## src/rtl/writeback_queue_pkg.sv

```systemverilog
// Shared widths, the zero-register constant and the queued-write record
// used by the writeback queue and its lookup helper.
package writeback_queue_pkg;

  localparam int unsigned WB_REG_W  = 6;
  localparam int unsigned WB_DATA_W = 32;

  localparam logic [WB_REG_W-1:0] ZERO_REG = 6'd0;

  typedef struct packed {
    logic [WB_REG_W-1:0]         reg_idx;
    logic signed [WB_DATA_W-1:0] data;
  } entry_t;

endpackage

```

## src/rtl/writeback_queue_if.sv

```systemverilog
// Producer-side result handshake into the writeback queue.
interface writeback_queue_if;
  import writeback_queue_pkg::*;

  logic                        In_Valid;
  logic                        In_Ready;
  logic [WB_REG_W-1:0]         In_Reg;
  logic signed [WB_DATA_W-1:0] In_Data;

  modport master (output In_Valid, output In_Reg, output In_Data, input In_Ready);
  modport slave  (input In_Valid, input In_Reg, input In_Data, output In_Ready);

endinterface

```

## src/rtl/writeback_queue_lookup.sv

```systemverilog
// Combinational youngest-match search; candidates are ordered oldest (index 0)
// to youngest, so the last valid match in the scan wins.
module wb_match_lookup
  import writeback_queue_pkg::*;
#(
  parameter int unsigned N = 5
) (
  input  entry_t                      cand [N],
  input  logic [N-1:0]                cand_valid,
  input  logic [WB_REG_W-1:0]         query,
  output logic                        hit,
  output logic signed [WB_DATA_W-1:0] fwd
);

  always_comb begin
    hit = 1'b0;
    fwd = '0;
    if (query != ZERO_REG) begin
      for (int unsigned i = 0; i < N; i++) begin
        if (cand_valid[i] && (cand[i].reg_idx == query)) begin
          hit = 1'b1;
          fwd = cand[i].data;
        end
      end
    end
  end

endmodule

```

## src/rtl/writeback_queue.sv

```systemverilog
// Result queue draining one write per cycle into the register file, with
// read-after-write hit/forward lookup for two decode source operands.
module writeback_queue
  import writeback_queue_pkg::*;
#(
  parameter int unsigned DEPTH = 4
) (
  input  logic                              Slow_Clock,
  input  logic                              Reset,
  input  logic                              Flush,
  input  logic                              Stall,
  writeback_queue_if.slave                  in_bus,
  output logic                              Reg_Write,
  output logic [WB_REG_W-1:0]               Reg_1,
  output logic signed [WB_DATA_W-1:0]       Write_Data,
  input  logic [WB_REG_W-1:0]               Query_A,
  input  logic [WB_REG_W-1:0]               Query_B,
  output logic                              Hit_A,
  output logic                              Hit_B,
  output logic signed [WB_DATA_W-1:0]       Fwd_A,
  output logic signed [WB_DATA_W-1:0]       Fwd_B,
  output logic [$clog2(DEPTH+1)-1:0]        Count
);

  localparam int unsigned PW = $clog2(DEPTH);
  localparam int unsigned CW = $clog2(DEPTH + 1);
  localparam int unsigned NC = DEPTH + 1;

  entry_t          mem [DEPTH];
  logic [PW-1:0]   head;
  logic [PW-1:0]   tail;
  logic [CW-1:0]   count;
  logic            in_ready;
  logic            accept;
  logic            enq;
  logic            deq;

  entry_t          cand [NC];
  logic [NC-1:0]   cand_valid;

  // Full queue refuses input even when it drains on the same edge.
  assign in_ready        = (count < CW'(DEPTH)) && !Flush;
  assign in_bus.In_Ready = in_ready;
  assign Count           = count;

  // Register-0 results finish the handshake but are never stored.
  assign accept = in_bus.In_Valid && in_ready && !Reset;
  assign enq    = accept && (in_bus.In_Reg != ZERO_REG);
  assign deq    = !Stall && (count != '0);

  always_ff @(posedge Slow_Clock) begin
    if (Reset || Flush) begin
      head       <= '0;
      tail       <= '0;
      count      <= '0;
      Reg_Write  <= 1'b0;
      Reg_1      <= '0;
      Write_Data <= '0;
    end else begin
      if (enq) begin
        tail <= tail + PW'(1);
      end
      if (!Stall) begin
        if (deq) begin
          Reg_Write  <= 1'b1;
          Reg_1      <= mem[head].reg_idx;
          Write_Data <= mem[head].data;
          head       <= head + PW'(1);
        end else begin
          Reg_Write <= 1'b0;
        end
      end
      case ({enq, deq})
        2'b10:   count <= count + CW'(1);
        2'b01:   count <= count - CW'(1);
        default: count <= count;
      endcase
    end
  end

  always_ff @(posedge Slow_Clock) begin
    if (enq) begin
      mem[tail] <= '{reg_idx: in_bus.In_Reg, data: in_bus.In_Data};
    end
  end

  // Candidate 0 is the write port register (oldest); then queue entries head-first.
  always_comb begin
    cand[0]       = '{reg_idx: Reg_1, data: Write_Data};
    cand_valid    = '0;
    cand_valid[0] = Reg_Write;
    for (int unsigned i = 0; i < DEPTH; i++) begin
      cand[i+1]       = mem[head + PW'(i)];
      cand_valid[i+1] = (CW'(i) < count);
    end
  end

  wb_match_lookup #(.N(NC)) u_lookup_a (
    .cand       (cand),
    .cand_valid (cand_valid),
    .query      (Query_A),
    .hit        (Hit_A),
    .fwd        (Fwd_A)
  );

  wb_match_lookup #(.N(NC)) u_lookup_b (
    .cand       (cand),
    .cand_valid (cand_valid),
    .query      (Query_B),
    .hit        (Hit_B),
    .fwd        (Fwd_B)
  );

endmodule

```

## src/flat_wrapper.sv

```systemverilog
// flat-port wrapper written by rule: the top's interface ports become plain ports
module writeback_queue_flat import writeback_queue_pkg::*;
#(
  parameter int unsigned DEPTH = 4
)
  (Slow_Clock, Reset, Flush, Stall, Reg_Write, Reg_1, Write_Data, Query_A, Query_B, Hit_A, Hit_B, Fwd_A, Fwd_B, Count, in_bus_In_Valid, in_bus_In_Reg, in_bus_In_Data, in_bus_In_Ready);
  writeback_queue_if in_bus_i ();
  input  logic Slow_Clock;
  input  logic Reset;
  input  logic Flush;
  input  logic Stall;
  output logic Reg_Write;
  output logic [WB_REG_W-1:0] Reg_1;
  output logic signed [WB_DATA_W-1:0] Write_Data;
  input  logic [WB_REG_W-1:0] Query_A;
  input  logic [WB_REG_W-1:0] Query_B;
  output logic Hit_A;
  output logic Hit_B;
  output logic signed [WB_DATA_W-1:0] Fwd_A;
  output logic signed [WB_DATA_W-1:0] Fwd_B;
  output logic [$clog2(DEPTH+1)-1:0] Count;
  input wire logic [$bits(in_bus_i.In_Valid)-1:0] in_bus_In_Valid;
  input wire logic [$bits(in_bus_i.In_Reg)-1:0] in_bus_In_Reg;
  input wire logic [$bits(in_bus_i.In_Data)-1:0] in_bus_In_Data;
  output wire logic [$bits(in_bus_i.In_Ready)-1:0] in_bus_In_Ready;
  assign in_bus_i.In_Valid = in_bus_In_Valid;
  assign in_bus_i.In_Reg = in_bus_In_Reg;
  assign in_bus_i.In_Data = in_bus_In_Data;
  assign in_bus_In_Ready = in_bus_i.In_Ready;
  writeback_queue #(.DEPTH(DEPTH)) u_core (.Slow_Clock(Slow_Clock), .Reset(Reset), .Flush(Flush), .Stall(Stall), .in_bus(in_bus_i), .Reg_Write(Reg_Write), .Reg_1(Reg_1), .Write_Data(Write_Data), .Query_A(Query_A), .Query_B(Query_B), .Hit_A(Hit_A), .Hit_B(Hit_B), .Fwd_A(Fwd_A), .Fwd_B(Fwd_B), .Count(Count));
endmodule
```

## config.mk

```make
export PLATFORM = sky130hd
export DESIGN_NAME = writeback_queue_flat
export DESIGN_NICKNAME = d
export VERILOG_FILES = /design/src/rtl/writeback_queue_pkg.sv /design/src/rtl/writeback_queue_if.sv /design/src/rtl/writeback_queue_lookup.sv /design/src/rtl/writeback_queue.sv /design/src/flat_wrapper.sv
export SDC_FILE = /design/constraint.sdc
export NUM_CORES = 1
export LEC_CHECK = 0
export ABC_CLOCK_PERIOD_IN_PS = 3550
export CAP_MARGIN = 10
export CORE_MARGIN = 1
export CORE_UTILIZATION = 45
export DETAILED_ROUTE_END_ITERATION = 12
export HOLD_SLACK_MARGIN = 0.08
export PLACE_DENSITY_LB_ADDON = 0.05
export SYNTH_ARGS = -nofsm -noshare
export SYNTH_HDL_FRONTEND = slang
export SYNTH_SLANG_ARGS = --single-unit
export TNS_END_PERCENT = 20
```

## constraint.sdc

```tcl
create_clock -name Slow_Clock -period 3.55 [get_ports Slow_Clock]
set_input_delay 0.5325 -clock Slow_Clock [delete_from_list [all_inputs] [get_ports Slow_Clock]]
set_output_delay 0.5325 -clock Slow_Clock [all_outputs]
set_load 0.02 [all_outputs]
```

==> results of run 1 <==
-- timing repair --
item	4_1_cts	5_1_grt
setup endpoints to repair	66	66
buffers inserted	5	11
gates cloned	2	5
hold buffers	0	0
pin swaps	24	23
gates resized for setup	294	167
-- through the flow --
step	setup slack, ns	utilization, %	instance area (sq um)	instances	hold slack, ns
after floorplan	0.172	-	13700	1107	0.458
after global placement	-0.479	56.1	16700	1669	0.473
after detailed placement	-0.491	56.1	16700	1669	0.475
after CTS	-0.354	58.6	17500	1708	0.487
after global routing	-0.427	60.6	18100	1720	0.512
final	-0.363	60.6	18100	1720	0.483
-- sequential cells by signal (all words and copies together) (netlist names), named ones only --
signal,flops
u_core.Write_Data,32
u_core.mem,152
u_core.Reg_Write,1
u_core.Count,3
u_core.tail,2
u_core.Reg_1,6
u_core.head,2
-- cells in the mapped netlist, types with 9 or more instances --
| library cell | count | area, sq um |
|---|---|---|
| dfxtp_1 | 48 | 961 |
| buf_4 | 40 | 300 |
| o31ai_1 | 33 | 248 |
| nand2_1 | 86 | 323 |
| and3_1 | 27 | 169 |
| ha_1 | 9 | 113 |
| a221oi_1 | 32 | 280 |
| o32ai_1 | 19 | 166 |
| xor2_1 | 20 | 175 |
| buf_1 | 18 | 67.6 |
| mux2i_1 | 24 | 240 |
| edfxtp_1 | 152 | 4560 |
| nor2_1 | 55 | 206 |
| nand3_1 | 12 | 60.1 |
| a22oi_1 | 38 | 285 |
| a211oi_2 | 21 | 263 |
| buf_2 | 23 | 115 |
| o21ai_0 | 28 | 140 |
| xnor2_1 | 48 | 420 |
| a21oi_1 | 71 | 355 |
| clkbuf_1 | 61 | 229 |
| mux4_2 | 145 | 3270 |
-- where the power goes --
group | internal [W] | switching [W]
logic | 0.000201 | 0.000223
clock network | 0.00103 | 0.00105
registers | 0.00253 | 0.0000193
total | 0.00376 | 0.00129
-- per-layer routing --
| layer | global-route usage [%] | part of all wire (%) | up-vias |
|---|---|---|---|
| met3 | 5.60 | 9.4 | 101 |
| li1 | - | - | 4857 |
| met1 | 40.2 | 40 | 5809 |
| met5 | 0 | 0 | - |
| met4 | 9.91 | 2.8 | 0 |
| met2 | 48.0 | 48 | 689 |
-- final timing paths --
path / end / slack [ns] / cells past startpoint / start
max: Fwd_A[7] / -0.36 / 10 / u_core.head[0]
max reg2reg: u_core.head[1] / 1.43 / 9 / u_core.Count[0]
min: u_core.Write_Data[18] / 0.48 / 2 / u_core.Write_Data[18]
min reg2reg: u_core.Write_Data[18] / 0.48 / 2 / u_core.Write_Data[18]
-- logic make-up (layout without fill, tap and decap cells) --
group	after synthesis	in the layout	synth area share (%)
buf+inv	157	378	6.06
fa+ha+maj	9	9	0.823
mux	172	172	25.9
flops	200	200	40.4
simple gates	223	224	7.79
xor+xnor	68	68	4.35
compound gates	278	279	14.7
-- cell usage in the layout, fill, tap and decap left out, drive strengths merged, types with 6 or more instances in the layout --
master / n
o31ai: 33
xor2: 20
ha: 9
buf: 232
nand3: 12
a22oi: 38
inv: 14
mux4: 145
edfxtp: 152
and3: 28
a21oi: 73
nor2: 55
o221ai: 6
o21ai: 28
clkdlybuf4s50: 97
clkinv: 7
nand4: 7
nand3b: 7
a211oi: 26
a221oi: 32
mux2i: 24
xnor2: 48
clkbuf: 23
dfxtp: 48
and2: 7
o22ai: 8
o2bb2ai: 6
nand2: 87
o32ai: 19
-- final cells by class --
class                      count  area share [%]
clock inverter                15            1.11
timing repair buffer         339            18.9
clock buffer                  17            2.35
tap                          390            2.70
inverter                       7           0.145
sequential                   200            30.6
multi-input combinational    752            44.1
-- worst max-delay path, stage by stage, from the launching register on --
cell      delay (ns)
dfxtp_4         0.41
mux4_2          0.57
xor2_1          0.17
or4_4           0.55
a211o_4         0.33
nand2b_4        0.22
buf_4           0.19
o221ai_1        0.14
buf_4           0.15
a21oi_4         0.04
buf_4           0.17
==> out/metrics.cfg, run 1 <==
[place]
io_buffers = 163
dp_hpwl_um = 30200
gp_congestion = 0.911

[layout]
multi_input_area_sq_um = 7970
nFillCells = 2408
syn_to_final_growth_pct = 32.1
antennaDiodeCount = 0
ff_latch_area_sq_um = 5540
final_nets = 1381
final_layout_size_suffix_gt1_share_pct = 41.6

[floorplan]
fp.dieArea_sq_um = 31100
fp.dieH_um = 176
rows = 63
top_level_ports = 164
start_util_pct = 45.9
chipWidth_um = 176
coreArea_sq_um = 29800

[cts]
cts_max_level = 4
clk_latency_ns = 0.46
cts.path.max_buffers = 2
cts_tree = done
clkSinkCount = 200
root_buffer = clkbuf_16
cts_buffers = 17
cts.clk_slew.worst_paths_ns = 0.08

[route]
vias_per_cell = 6.66
detail-route-antenna-nets = 0
first_pass_iters = 5
drc_errors = 0
dr_total_vias = 11500
wire_per_inst_um = 27.2
drtIter0Drc = 1210
routed_wl_um = 46700

[grt]
grt_pass1_vias = 11000
grt_pass1_wl_um = 67500
antenna_found_initial = 0
gr-usage-all-layers_pct = 29.7
grt_max_degree = 53
overflow = 0

[worst_setup_path]
critical_path.max_fanout = 7
critPathRequiredTime_ns = 3.02
worstPathArrival_ns = 3.38
cp-start-kind = flop
endpoint_kind = primary output
critical_path_class = flop to primary output

[sta]
setup_ws_ns = -0.363
setup_viol = 65
fin_crit_sh_pct = 110
finalHoldViolCount = 0
tightest_slew_ns = 0.731
min_period_ns = 3.91
fmaxAchievable_mhz = 256
relSlewSlack_pct = 51.3
maxSlewViolCount = 0
rsz0062_at_grt = true
skew_ns = 0.0187
setup_tns_ns = -14.78

[min_path]
hold_path_class = flop to flop

[synthesis]
synth_area_sq_um = 13700
ys_seq_area_share_pct = 40.4
postSynthAreaPerCell_sq_um = 12.4
ys.warnings.count = 0
ys_ff_latch = 200
synthesis.nets = 1171
synth_ff_type = edfxtp_1
synthArstFlopShare_pct = 0
syn_inst = 1107
ys_types = 51
synth_edf_count = 152

[power_and_ir_drop]
power.density_nw_per_um2 = 280
leakagePower_nw = 5.92
peakVddDrop_mv = 0.289
p_total_w = 0.00505

[flow_run]
cap_violations = 0

[status]
violations = negative setup slack
status = finished with violations

Note: power is estimated with default switching activity, not from simulation.
==> run 2: changes to the inputs <==
--- a/config.mk
+++ b/config.mk
@@ -11,7 +11,7 @@
 export CORE_UTILIZATION = 45
 export DETAILED_ROUTE_END_ITERATION = 12
 export HOLD_SLACK_MARGIN = 0.08
-export PLACE_DENSITY_LB_ADDON = 0.05
+export PLACE_DENSITY = 0.67
 export SYNTH_ARGS = -nofsm -noshare
 export SYNTH_HDL_FRONTEND = slang
 export SYNTH_SLANG_ARGS = --single-unit
==> run 2 against run 1 <==
  * The flow still finishes with violations (negative setup slack)
  * Sequential power barely moved
  * Critical path depth is 1 higher
  * Register-to-register slack worse by 0.18 ns
  * Global-route usage about the same
  * Die area unchanged
  * Clock skew shrank 0.0037 ns
  * Cell area is 0.65% higher
  * Critical path type unchanged
==> out/metrics.cfg, run 2 (synthesized netlist as in run 1, its figures left out) <==
[sta]
finalHoldViolCount = 0
skew_ns = 0.0150
rsz0062_at_grt = true
tightest_slew_ns = 0.791
fin_crit_sh_pct = 111
hold_ws_ns = 0.491
setup_ws_ns = -0.380
min_period_ns = 3.93
maxSlewViolCount = 0
relSlewSlack_pct = 47.2
fmaxAchievable_mhz = 254
setup_viol = 65
setup_tns_ns = -17.14

[floorplan]
rows = 63
chipWidth_um = 176
start_util_pct = 45.9
coreArea_sq_um = 29800
fp.dieArea_sq_um = 31100
top_level_ports = 164
fp.dieH_um = 176

[worst_setup_path]
cpMostUsedCell = buf_4
cp_top_family = compound AO/OA/AOI/OAI gates
cp_cell_sequence = buf_12 > mux4_2 > xor2_1 > or4_1 > a211o_4 > nand2_8 > a21oi_4 > buf_4 > buf_4 > a211oi_2 > buf_4
max_stage_delay_ns = 0.55
cp_num_buf_inv = 4
critical_path_class = flop to primary output
critPathRequiredTime_ns = 3.02
crit_slowest_cell = mux4_2
endpoint_kind = primary output
worstPathArrival_ns = 3.40
critical_path.max_fanout = 7
cp-start-kind = flop

[cts]
cts.path.max_buffers = 2
root_buffer = clkbuf_16
cts_buffers = 17
cts_tree = done
clk_latency_ns = 0.44
clkSinkCount = 200
cts.clk_slew.worst_paths_ns = 0.08
cts_max_level = 4

[route]
vias_per_cell = 6.69
wire_per_inst_um = 26.6
first_pass_iters = 5
dr_total_vias = 11700
routed_wl_um = 46300
detail-route-antenna-nets = 0
drc_errors = 0
drtIter0Drc = 1430

[status]
status = finished with violations
violations = negative setup slack

[layout]
final_nets = 1403
largest_reg_flops = 152
layout_commonest_cell = buf_4
multi_input_area_sq_um = 8020
top_register = u_core.mem
ff_latch_area_sq_um = 5540
final_layout_size_suffix_gt1_share_pct = 42.8
final_cell_mix = 188 x buf_4, 152 x edfxtp_1, 145 x mux4_2
top_regs = u_core.mem: 152 flops, u_core.Write_Data: 32 flops, u_core.Reg_1: 6 flops
nFillCells = 2279
syn_to_final_growth_pct = 32.9

[power_and_ir_drop]
power.density_nw_per_um2 = 276
peakVddDrop_mv = 0.317
leakagePower_nw = 6.00

[grt]
grt_pass1_wl_um = 68600
gr-usage-all-layers_pct = 29.7
grt_pass1_vias = 11600
grt_max_degree = 60
overflow = 0
antenna_found_initial = 1

[place]
dp_hpwl_um = 29800
pre_cts_slack_ns = -0.581
gp_congestion = 0.954
io_buffers = 163

[min_path]
hold_path_class = flop to flop

[flow_run]
cap_violations = 0

## run 2: cell types whose count changed in the layout (fill, tap and decap cells not counted), sizes merged
cell,change
clkinv,-3
clkbuf,+1
bufinv,+1
bufbuf,+1
nand2,+1
clkdlybuf4s15,-4
diode,+1
nand2b,+1
and3,-1
buf,+25
## run 2: power breakdown
part | total [W] | internal [W] | leakage, nW | switching [W]
combinational | 0.000425 | 0.000202 | 3.94 | 0.000223
clock | 0.00205 | 0.00108 | 0.297 | 0.000974
sequential | 0.00255 | 0.00253 | 1.76 | 0.0000206
## run 2: worst paths after layout
| kind | end | slack [ns] | depth (start not counted) | start |
|---|---|---|---|---|
| worst min register to register | u_core.Write_Data[22] | 0.49 | 2 | u_core.Write_Data[22] |
| worst max register to register | u_core.mem[2][37] | 1.25 | 5 | u_core.Count[2] |
| worst max-delay path | Fwd_A[5] | -0.38 | 11 | u_core.head[0] |
| worst min-delay path | u_core.Write_Data[22] | 0.49 | 2 | u_core.Write_Data[22] |
## run 2: metrics by stage
step | power, W | utilization, % | instances | area, sq um
6_report | 0.00503 | 61.0 | 1743 | 18200
5_1_grt | 0.00515 | 61.0 | 1743 | 18200
4_1_cts | 0.00503 | 59.8 | 1733 | 17800
3_5_place_dp | 0.00301 | 55.9 | 1676 | 16600
3_3_place_gp | 0.00300 | 55.9 | 1676 | 16600
2_1_floorplan | 0.00282 | - | 1107 | 13700
## run 2: area by class of cell
| cell class | instances | area share (%) |
|---|---|---|
| flip-flops and latches | 200 | 30.5 |
| clock buffers | 19 | 2.38 |
| repair buffers | 360 | 19.2 |
| multi-input cells | 753 | 44.1 |
| diodes | 1 | 0.0138 |
| clock inverters | 13 | 0.970 |
| inverters | 7 | 0.145 |
| well taps | 390 | 2.68 |
## run 2: repair_timing
action | in CTS | in global routing
endpoints found under the setup margin | 66 | 66
buffers inserted | 19 | 5
gates resized for setup | 366 | 82
hold buffers | 0 | 0
cloned | 6 | 4
pin swaps | 26 | 12
## run 2: worst reg2reg max path, cell delays in order (launching register included)
cell and delay [ns]:
dfxtp_1 0.31, buf_4 0.16, nor4b_1 0.31, buf_4 0.21, and2_2 0.67, buf_4 0.34
## run 2: metal layers
layer	global-route usage [%]	vias up	part of all wire, %
met5	0	-	0
met4	13.1	0	3.4
met3	6.01	117	11
met2	48.7	812	49
met1	38.1	5826	37
li1	-	4904	-
==> RTL edit 1 (flow settings as in run 1) <==
Change the package constant `ZERO_REG` from 6'd0 to 6'd1.
--- a/src/rtl/writeback_queue_pkg.sv
+++ b/src/rtl/writeback_queue_pkg.sv
@@ -6,5 +6,5 @@
   localparam int unsigned WB_DATA_W = 32;
 
-  localparam logic [WB_REG_W-1:0] ZERO_REG = 6'd0;
+  localparam logic [WB_REG_W-1:0] ZERO_REG = 6'd1;
 
   typedef struct packed {
Check against the original RTL: not equivalent (Yosys sat finds a counterexample within 4 cycles, from zero or initial values).
==> RTL edit 1 against run 1 <==
  * The run still ends with negative setup slack left
  * Largest power group unchanged
  * Sequential cell count unchanged
  * Power decreased by 3.3%
  * Fmax increased by 0.37%
  * Routed wire length decreased by 1.0%
  * Final area decreased by 0.69%
  * Worst setup slack improved by 14 ps
  * Count of clock-buffer cells in the layout increased by 2
  * Area after synthesis decreased by 0.43%
==> RTL edit 1: results (changes against run 1) <==
[status]
status = finished, violations left
violations = negative setup slack

[cts]
htreeDepth = 4  ; unchanged
root_buffer = clkbuf_16
cts.clk_slew.worst_paths_ps = 70
numCtsBuffers = 17  ; unchanged
clockBufferDepth = 2  ; unchanged

[synth]
synth_nets = 1167  ; -0.34%
ys_top_cells_by_count = edfxtp_1 (152), mux4_2 (145), nand2_1 (86), a21oi_1 (71), clkbuf_1 (71)
synth-seq-area-share = 0.406  ; +0.00174
synthFlopType = edfxtp_1
async_flop_share = 0  ; unchanged
ys_warn_count = 0  ; unchanged
yosysUniqueCellTypes = 56  ; +9.8%
netlist_top_cells_area = edfxtp_1 (34%), mux4_2 (24%), dfxtp_1 (7.1%)
synth-edff-count = 152  ; unchanged

[setup_path]
critPathCapture = Fwd_A[13]
r2r-start = u_core.Count[0]
crit_start = u_core.head[0]
cp_slowest_stage_delay_ps = 550  ; -20 ps
slowest_stage = mux4_2
r2r_slack_ps = 1500  ; +70 ps
cp.arrival_ps = 3370  ; about the same
path_max_fanout = 5  ; -2
worstReg2RegEnd = u_core.head[1]
r2r.worst_path.cells = 9  ; unchanged

[sta]
clock_skew_ps = 8.79  ; -9.93 ps
max-slew-margin-rel = 0.442  ; -0.0713
setup-violations-final = 66  ; +1.5%
setup_tns_ps = -14430  ; +350 ps
setup_slack_ps = -348  ; +14.4 ps

[grt]
grt_pass1_vias = 11100  ; +0.40%
grt_max_degree = 65  ; +23%
grtUsageTotal = 0.298  ; +0.00109
grt_pass1_wl_mm = 67.9  ; +0.57%
grt_antenna_before_repair = 3  ; +3

[cells_and_area]
final_util = 0.604  ; -0.00256
drive_gt1_frac = 0.396  ; -0.0203
reg_top3 = u_core.mem x152, u_core.Write_Data x32, u_core.Reg_1 x6
nNetsFinal = 1386  ; +0.36%

[power]
peakVddDrop_uv = 288  ; -0.15%
leakage_nw = 5.90  ; -0.32%

[drt]
wirelength_mm = 46.2  ; -1.0%
drt-initial-drc-count = 1182  ; -2.3%
drt_first_pass_iters = 5  ; unchanged
viasPerCell = 6.50  ; -2.3%

[place]
dp_hpwl_mm = 30.1  ; -0.41%
dpl_cell_area_mm2 = 0.0167  ; -0.15%
place_congestion = 0.868  ; -4.7%
portBuffers = 163  ; unchanged

[worst_hold_path]
hp-class = reg -> reg

RTL edit 1: cell count changes after synthesis, sizes merged, moves of 2 or more:
cell    delta
and3b      +2
buf       -11
clkbuf    +11
nand3      -3
nand3b     +2
nor2       -6
nor4       +2
RTL edit 1: how the worst min path moves through the flow:
| stage | from | end | slack [ps] | cells past startpoint |
|---|---|---|---|---|
| final | u_core.Write_Data[29] | u_core.Write_Data[29] | 490 | 2 |
| after floorplan | u_core.Write_Data[0] | u_core.Write_Data[0] | 460 | 2 |
| after global placement | u_core.Write_Data[17] | u_core.Write_Data[17] | 480 | 2 |
| after detailed placement | u_core.Write_Data[18] | u_core.Write_Data[18] | 490 | 2 |
| after CTS | u_core.Write_Data[18] | u_core.Write_Data[18] | 500 | 2 |
| after global routing | u_core.Write_Data[27] | u_core.Write_Data[27] | 530 | 2 |
RTL edit 1: what timing repair did:
action                                  in CTS  in global routing
setup buffers                                8                 13
gates cloned                                 2                  3
pin swaps                                   23                 15
endpoints found under the setup margin      66                 66
resized for setup                          388                 64
RTL edit 1: cell families after synthesis:
logic type,after synthesis,synth area share
AO/OA/AOI/OAI,278,0.145
AND/OR/NAND/NOR,219,0.0785
flip-flops,200,0.406
multiplexers,172,0.260
buffers and inverters,157,0.0591
XOR/XNOR,68,0.0437
adder cells (fa/ha/maj),9,0.00827
RTL edit 1: critical path: cells and delay by family (launching register included):
kind            cells  cell delay [ps]
compound gates      3              660
xor+xnor            1              160
buf+inv             4              600
flops               1              390
mux                 1              550
simple gates        2              540
RTL edit 1: layout make-up:
type	count	area, µm²
fill	2351	11800
sequential	200	5540
inverter	7	26.3
antenna	3	7.51
clock buffer	19	443
tap	390	488
clock inverter	13	120
timing repair buffer	350	3540
multi-input combinational	746	7780
RTL edit 1: report_power, final:
group	switching, mW	leakage [nW]	total (mW)	internal (mW)
logic	0.222	3.86	0.426	0.204
clock network	0.912	0.277	1.91	0.994
registers	0.0194	1.76	2.55	2.53
total	1.15	5.90	4.88	3.73
RTL edit 1: metal layers:
metal / global-route usage / wire, µm / up-vias
met4: 0.110 / 1100 / 0
met2: 0.478 / 22200 / 641
li1: - / - / 4850
met5: 0 / 0 / -
met3: 0.0519 / 3760 / 82
met1: 0.405 / 19200 / 5666
RTL edit 1: stage by stage:
| stage | setup slack, ps | cells |
|---|---|---|
| finish | -348 | 1728 |
| global route | -416 | 1728 |
| CTS | -335 | 1709 |
| detailed placement | -477 | 1667 |
| global placement | -478 | 1667 |
| floorplan | 140 | 1103 |
==> RTL edit 2 (config.mk and constraints of run 1) <==
Made on the original files. Register the output `Count` once more; this adds one clock of latency there. The other outputs are not delayed to match.
--- a/src/rtl/writeback_queue.sv
+++ b/src/rtl/writeback_queue.sv
@@ -42,5 +42,7 @@
   assign in_ready        = (count < CW'(DEPTH)) && !Flush;
   assign in_bus.In_Ready = in_ready;
-  assign Count           = count;
+  always_ff @(posedge Slow_Clock) begin
+    Count <= count;
+  end
 
   // Register-0 results finish the handshake but are never stored.
Formal check against the unedited RTL: not equivalent (Yosys sat finds a counterexample within 4 cycles, from zero or initial values).
==> RTL edit 2 against run 1 <==
  * The flow still finishes with violations (negative setup slack)
  * Routed wire length grew 11%
  * Power up 15%
  * Final area grew 8.3%
  * Final cell count grew 22%
  * Utilization up 1.0 points
  * Critical path depth grew 2
  * Area after synthesis grew 6.6%
  * Highest routed layer unchanged
  * Worst setup slack worse by 170 ps
  * Count of clock-buffer cells in the layout is 13 higher
  * Critical endpoint is now Fwd_A[4]
  * Largest power group is now the clock network
  * Sequential cell count up 3
==> RTL edit 2: results (changes against run 1) <==
[cells_and_area]
clkbuf_count = 30  ; +13
inverters_excl_clock = 22  ; +15
clk_share = 0.0443  ; +0.00970
drive_gt1_frac = 0.377  ; -0.0389
nNetsFinal = 1738  ; +26%
nNonClkBuffers = 431  ; +27%
nFillCells = 2673  ; +11%
layout.nonclk_buf_frac = 0.205  ; +0.0159
multiInputGateArea_mm2 = 0.00850  ; +6.6%
multi_input_gates = 991  ; +32%
seq-cell-share = 0.286  ; -0.0202

[grt]
grtUsageTotal = 0.312  ; +0.0158
gr-usage-met1 = 0.422  ; +0.0200
grt_use_met2 = 0.511  ; +0.0315
grtUsageMet3 = 0.0465  ; -0.00946
grt_pass1_vias = 12700  ; +15%
grt_max_degree = 73  ; +38%

[sta]
setup-violations-final = 65  ; unchanged
setup_slack_ps = -535  ; -173 ps
worst_pin_slew_ps = 925  ; +194 ps
clock_skew_ps = 8.26  ; -10.5 ps

[synth]
ys_top_cells_by_count = nand2_1 (188), edfxtp_1 (152), mux4_2 (100), nor2_1 (97), a21oi_1 (74)
synthFlopType = edfxtp_1
avgSynthCellArea_um2 = 10.6  ; -14%
synth-adder-area-share = 0.00772  ; -0.000511
synth-seq-cells = 203  ; +1.5%
synthMuxAreaShare = 0.204  ; -0.0553
synth-seq-area-share = 0.383  ; -0.0209
netlist_top_cells_area = edfxtp_1 (31%), mux4_2 (15%), dfxtp_1 (7.0%)
synth_xor_area_frac = 0.0389  ; -0.00467
yosysUniqueCellTypes = 72  ; +41%
synth_nets = 1442  ; +23%
synth_compound_area_frac = 0.118  ; -0.0288

[place]
post-place-ws_ps = -709  ; -218 ps
numPlacedInstances = 2017  ; +21%
place_congestion = 0.945  ; +3.7%
dp_hpwl_mm = 35.0  ; +16%

[drt]
viasPerCell = 6.20  ; -6.9%
met1Wirelength_mm = 21.8  ; +17%
wirelength_mm = 51.7  ; +11%
wl_met2_mm = 24.5  ; +9.2%
via_count = 13000  ; +13%
drt_first_pass_iters = 7  ; +2
met3WireLength_mm = 3.74  ; -15%

[power]
leakage_nw = 6.55  ; +11%
peakVddDrop_uv = 331  ; +15%

[cts]
clk-insertion-delay-late_ps = 540  ; +80 ps
cts.clk_slew.worst_paths_ps = 60  ; -20 ps
clockBufferDepth = 3  ; +1
htreeDepth = 1  ; -3
cts_resized = 428  ; +46%
numCtsBuffers = 25  ; +8

[setup_path]
cp.arrival_ps = 3550  ; +170 ps
r2r_slack_ps = 1060  ; -370 ps
worstReg2RegEnd = u_core.mem[0][2]
r2r.worst_path.cells = 5  ; -4
r2r-start = u_core.count[2]

[status]
status = finished, violations left
violations = negative setup slack

[RTL edit 2: cell types whose count changed in the layout (fill, tap and decap cells not counted), moves of 21 or more]
cell	run 1	this run
nor4_2	2	34
a221oi_1	25	0
nor2_1	48	89
buf_4	159	268
nand3_1	12	52
mux4_2	145	100
nand2_1	85	184
o21ai_0	28	61
mux2_2	2	23
[RTL edit 2: metrics by stage]
stage / setup TNS, ps / total power, mW / utilization / hold slack (ps) / area, µm²
2_1_floorplan: 0 / 2.88 / - / 329 / 14600
3_3_place_gp: -31730 / 3.12 / 0.568 / 472 / 18000
3_5_place_dp: -31660 / 3.12 / 0.568 / 483 / 18000
4_1_cts: -24390 / 5.85 / 0.612 / 493 / 19400
5_1_grt: -34170 / 6.00 / 0.617 / 516 / 19600
6_report: -26000 / 5.82 / 0.617 / 493 / 19600
[RTL edit 2: where the power goes]
| group | internal (mW) | switching [mW] |
|---|---|---|
| Combinational | 0.248 | 0.266 |
| Clock | 1.68 | 1.04 |
| Sequential | 2.57 | 0.0194 |
[RTL edit 2: worst max-delay path by stage]
stage / startpoint / end / slack, ps / cells past startpoint
4_1_cts: u_core.head[0] / Fwd_A[1] / -550 / 11
2_1_floorplan: u_core.head[1] / Fwd_A[1] / 110 / 10
3_5_place_dp: Query_B[3] / Hit_B / -710 / 10
3_3_place_gp: Query_A[2] / Fwd_A[0] / -660 / 12
5_1_grt: u_core.head[0] / Fwd_A[5] / -620 / 12
6_report: u_core.head[0] / Fwd_A[4] / -540 / 12
[RTL edit 2: worst max-delay path, cell delays in order (launching register included)]
cell and delay (ps):
dfxtp_4 390, buf_4 120, mux4_2 580, xnor2_2 250, nand2_2 110, or4_1 470, nand4_1 130, buf_6 140
buf_12 150, buf_4 150, nor2_1 60, nor4_2 240, buf_4 210
